<file path="src/rtl/regfile_write_arbiter.sv">
// Round-robin arbiter that shares the single register-file write port among NREQ
// writeback sources, with one registered output stage driving RegWrite/A3/WD3.
module regfile_write_arbiter #(
    parameter  int NREQ = 3,
    parameter  int DW   = 32,
    parameter  int AW   = 5,
    localparam int GW   = (NREQ > 1) ? $clog2(NREQ) : 1
) (
    input  logic                 CLK,
    input  logic                 RST_N,
    input  logic                 stall,
    input  logic [NREQ-1:0]      req_valid,
    output logic [NREQ-1:0]      req_ready,
    input  logic [NREQ*AW-1:0]   req_addr,
    input  logic [NREQ*DW-1:0]   req_data,
    output logic                 RegWrite,
    output logic [AW-1:0]        A3,
    output logic [DW-1:0]        WD3,
    output logic [GW-1:0]        grant_id,
    output logic [15:0]          wr_count
);

    typedef struct packed {
        logic          we;
        logic [AW-1:0] addr;
        logic [DW-1:0] data;
        logic [GW-1:0] id;
    } wb_t;

    logic [AW-1:0] addr_a [NREQ];
    logic [DW-1:0] data_a [NREQ];

    for (genvar g = 0; g < NREQ; g++) begin : g_unpack
        assign addr_a[g] = req_addr[g*AW +: AW];
        assign data_a[g] = req_data[g*DW +: DW];
    end

    logic [GW-1:0] rr_ptr_q, rr_ptr_d;
    logic [GW-1:0] win;
    logic          found;
    logic          xfer;
    wb_t           out_q, out_d;
    logic [15:0]   wr_count_q, wr_count_d;

    // Search from rr_ptr upward, wrapping; the first pending requester wins.
    always_comb begin
        logic [GW-1:0] idx;
        found = 1'b0;
        win   = '0;
        idx   = '0;
        for (int k = 0; k < NREQ; k++) begin
            idx = GW'((int'(rr_ptr_q) + k) % NREQ);
            if (!found && req_valid[idx]) begin
                found = 1'b1;
                win   = idx;
            end
        end
    end

    // Reset gates ready combinationally so nothing is granted while RST_N is low.
    assign xfer      = found && !stall && RST_N;
    assign req_ready = xfer ? (NREQ'(1) << win) : '0;

    always_comb begin
        rr_ptr_d   = rr_ptr_q;
        out_d      = out_q;
        out_d.we   = 1'b0;
        wr_count_d = wr_count_q;
        if (xfer) begin
            rr_ptr_d   = (win == GW'(NREQ-1)) ? '0 : win + 1'b1;
            out_d.addr = addr_a[win];
            out_d.data = data_a[win];
            out_d.id   = win;
            // Register 0 is hardwired: accept the transfer but never write it.
            out_d.we   = |addr_a[win];
            if ((|addr_a[win]) && !(&wr_count_q))
                wr_count_d = wr_count_q + 16'd1;
        end
    end

    always_ff @(posedge CLK or negedge RST_N) begin
        if (!RST_N) begin
            rr_ptr_q   <= '0;
            out_q      <= '0;
            wr_count_q <= '0;
        end else begin
            rr_ptr_q   <= rr_ptr_d;
            out_q      <= out_d;
            wr_count_q <= wr_count_d;
        end
    end

    assign RegWrite = out_q.we;
    assign A3       = out_q.addr;
    assign WD3      = out_q.data;
    assign grant_id = out_q.id;
    assign wr_count = wr_count_q;

endmodule
</file>
<file path="config.mk">
export PLATFORM = sky130hd
export DESIGN_NAME = regfile_write_arbiter
export DESIGN_NICKNAME = d
export VERILOG_FILES = /design/src/rtl/regfile_write_arbiter.sv
export SDC_FILE = /design/constraint.sdc
export NUM_CORES = 1
export LEC_CHECK = 0
export CAP_MARGIN = 30
export CORE_UTILIZATION = 40
export CTS_BUF_LIST = sky130_fd_sc_hd__clkbuf_16
export CTS_CLUSTER_DIAMETER = 30
export CTS_CLUSTER_SIZE = 28
export DETAILED_ROUTE_END_ITERATION = 10
export PLACE_DENSITY = 0.77
export SETUP_SLACK_MARGIN = 0.5
export SLEW_MARGIN = 40
export SYNTH_ARGS = -nofsm -noshare
export SYNTH_HDL_FRONTEND = slang
export SYNTH_SLANG_ARGS = --single-unit
export TNS_END_PERCENT = 10
</file>
<file path="constraint.sdc">
create_clock -name CLK -period 3.8 [get_ports CLK]
set_input_delay 0.57 -clock CLK [delete_from_list [all_inputs] [get_ports CLK]]
set_output_delay 0.57 -clock CLK [all_outputs]
set_load 0.01 [all_outputs]
</file>
==> flow_metrics.py <==
metrics = {
    "outcome": {
        "status": "finished, final reports clean",
    },
    "floorplan": {
        "start_util": 0.416,
        "num_io_pins": 176,
        "dieHeight_um": 94.7,
        "core_area_sq_um": 8260,
        "die_area_sq_um": 8970,
        "num_rows": 33,
        "fp.dieW_um": 94.7,
    },
    "clock_network": {
        "cts_tree": "yes",
        "numCtsBuffers": 9,
        "clockBufferDepth": 2,
        "insertion_delay_ns": 0.32,
        "htree_levels": 3,
        "cts_num_sinks": 58,
        "cts-root-buf": "clkbuf_16",
        "clk_pin_slew_ns": 0.05,
    },
    "timing": {
        "fmax_ghz": 0.312,
        "min_period_over_period": 0.843,
        "fin_tns_setup_ns": 0,
        "fin_skew_ns": 0.00781,
        "rsz0062_at_grt": "yes",
        "slew_headroom": 0.544,
        "min_period_ns": 3.20,
        "setup_ws_ns": 0.596,
        "holdWs_ns": 0.103,
        "hold_violations": 0,
        "worst_pin_slew_ns": 0.684,
        "final_max_slew_viol_count": 0,
        "setup_viol": 0,
    },
    "routing": {
        "routed.top_layer": "met4",
        "wl_um": 11900,
        "viasPerCell": 5.53,
        "drt-pass1-iter-count": 4,
        "wl_met2_um": 5860,
        "drcViolationCount": 0,
        "wl_met1_um": 5020,
        "num_vias": 3689,
        "wire_per_inst_um": 17.9,
        "met3_length_um": 811,
        "drt_iter0_drc": 145,
        "ant_nets": 0,
    },
    "placed_design": {
        "place_ws_ns": 0.144,
        "port_buffers": 175,
        "dp_hpwl_um": 8740,
        "gp_congestion": 0.875,
    },
    "critical_path": {
        "crit_path_top_delay_cell": "dfrtp_1",
        "cpMostUsedCell": "buf_4",
        "path_cells": "inv_1 -> ha_2 -> buf_6 -> and3b_1 -> a31oi_2 -> a31oi_4 -> buf_4 -> buf_4 -> nor3_1 -> dlygate4sd2_1",
        "startpoint_type": "flip-flop",
        "end_kind": "output pin",
        "critPathArrivalTime_ns": 2.63,
        "crit_type": "reg2out",
        "critPathMaxFanout": 12,
        "cp.required_ns": 3.23,
        "max_stage_delay_ns": 0.38,
    },
    "pwr": {
        "peakVddDrop_v": 0.000423,
        "p_seq_frac": 0.225,
        "switching_share": 0.415,
        "pwr-share-clk": 0.167,
        "power_switching_w": 0.00191,
        "power_density_nw_per_um2": 796,
        "comb_power_share": 0.609,
        "leakagePower_nw": 2.43,
        "p_int_w": 0.00269,
    },
    "cells_and_area": {
        "layout.cells.most_common": "clkdlybuf4s50_1",
        "synthToLayoutAreaGrowth_pct": 68.0,
        "drive_above_1_share": 0.123,
        "antennaDiodeCount": 0,
        "nets": 680,
        "final_cell_mix": "clkdlybuf4s50_1, nand2_1, dfrtp_1",
    },
    "synth": {
        "synthArstFlopShare": 1.00,
        "synthCells": 377,
        "ys_types": 50,
        "synthXorXnorAreaFrac": 0.0280,
        "syn_avg_cell_area_sq_um": 9.12,
        "yosys.area_share.simple": 0.192,
        "ys.flop_type": "dfrtp_1",
        "ys_warn_count": 0,
        "synth_edf_count": 0,
        "synthAdderAreaFrac": 0.0182,
        "netlist_area_sq_um": 3440,
        "syn_nets": 499,
        "synth_seq_area_share": 0.422,
        "synth_compound_area_frac": 0.257,
        "synth_top_family_by_area": "compound AO/OA/AOI/OAI gates",
        "synth_mux_area_frac": 0.0360,
        "ys_seq_elements": 58,
    },
    "global_route": {
        "grt_pass1_vias": 3798,
        "overflow": 0,
        "antenna_found_initial": 0,
        "grt_max_degree": 56,
        "grt_util_all_layers": 0.273,
        "grt_first_pass_wirelength_um": 18800,
    },
    "min_path": {
        "hp-class": "in2async",
    },
    "run": {
        "cap_violations": 0,
    },
}
[worst max-delay path: cells and delay by family, from the launching register on]
family / cells / cell delay, ns
buffers and inverters: 5 / 0.89
and+or+nand+nor: 2 / 0.43
DFF: 1 / 0.38
AOI/OAI and AO/OA: 2 / 0.36
adders and majority gates: 1 / 0.24
[through the flow]
step           cell area [sq um]  power, W  instances   util
4_1_cts                     5690   0.00451        664  0.689
3_3_place_gp                5350   0.00358        647  0.648
2_1_floorplan               3440   0.00254        377      -
5_1_grt                     5780   0.00490        667  0.699
3_5_place_dp                5350   0.00363        647  0.648
6_report                    5780   0.00459        667  0.699
[worst paths after layout]
| check | startpoint | to | slack [ns] | cells past startpoint |
|---|---|---|---|---|
| setup / recovery | rr_ptr_q[1]$_DFFE_PN0P_ | req_ready[2] | 0.60 | 10 |
| hold / removal | RST_N | rr_ptr_q[0]$_DFFE_PN0P_ | 0.10 | 1 |
| setup reg to reg | rr_ptr_q[1]$_DFFE_PN0P_ | wr_count[1]$_DFFE_PN0P_ | 0.60 | 10 |
| hold reg to reg | A3[3]$_DFFE_PN0P_ | A3[3]$_DFFE_PN0P_ | 0.47 | 2 |
| max in group asynchronous | RST_N | WD3[21]$_DFFE_PN0P_ | 2.75 | 2 |
| min in group CLK | A3[3]$_DFFE_PN0P_ | A3[3]$_DFFE_PN0P_ | 0.47 | 2 |
[metal layers]
metal	GRT usage	vias up
met1	0.342	1756
met4	0.0985	0
met5	0	-
li1	-	1774
met3	0.0548	21
met2	0.466	138
[cell families (layout without fill, tap and decap cells)]
kind of cell | after synthesis | in the layout
compound gates | 114 | 114
simple gates | 142 | 142
xor+xnor | 11 | 11
fa+ha+maj | 5 | 5
flops | 58 | 58
mux | 11 | 11
buf+inv | 36 | 221
[flip-flops by register name, indices dropped and copies added (netlist names)]
name      count
rr_ptr_q      2
grant_id      2
RegWrite      1
WD3          32
wr_count     16
A3            5
[power groups by stage]
stage / Clock [W] / Sequential [W] / Combinational (W)
global placement: 0 / 0.00103 / 0.00255
detailed placement: 0 / 0.00104 / 0.00260
finish: 0.000765 / 0.00103 / 0.00280
global route: 0.000806 / 0.00106 / 0.00303
CTS: 0.000783 / 0.00103 / 0.00269
floorplan: 0 / 0.00112 / 0.00142
[cells in the mapped netlist (all sizes together) (4+ instances only)]
library cell,count,share of area
a21o,7,0.015
clkbuf,18,0.020
inv,7,0.0076
mux2i,6,0.017
a2111oi,5,0.020
a21oi,35,0.051
ha,5,0.018
a31oi,5,0.0091
dfrtp,58,0.42
a221o,28,0.082
nor2,18,0.022
xor2,11,0.028
o21ai,6,0.0087
mux2,5,0.019
nor3,5,0.012
a211oi,7,0.015
nand2,64,0.070
a311oi,4,0.010
nand3,38,0.055
and3,7,0.013
buf,11,0.019
[cell type report]
| class | instances | area, sq um |
|---|---|---|
| inverter | 7 | 26.3 |
| sequential | 58 | 1450 |
| tap | 105 | 131 |
| clock inverter | 6 | 60.1 |
| fill | 661 | 2480 |
| multi-input combinational | 283 | 1940 |
| clock buffer | 9 | 225 |
| timing repair buffer | 199 | 1940 |
[timing repair]
item / CTS / global route
hold buffers: 0 / 0
endpoints found under the setup margin: 14 / 40
gates resized for setup: 9 / 16
setup buffers: 2 / 3
pin swaps: 1 / 3
Power figures use the tool's default switching activity.
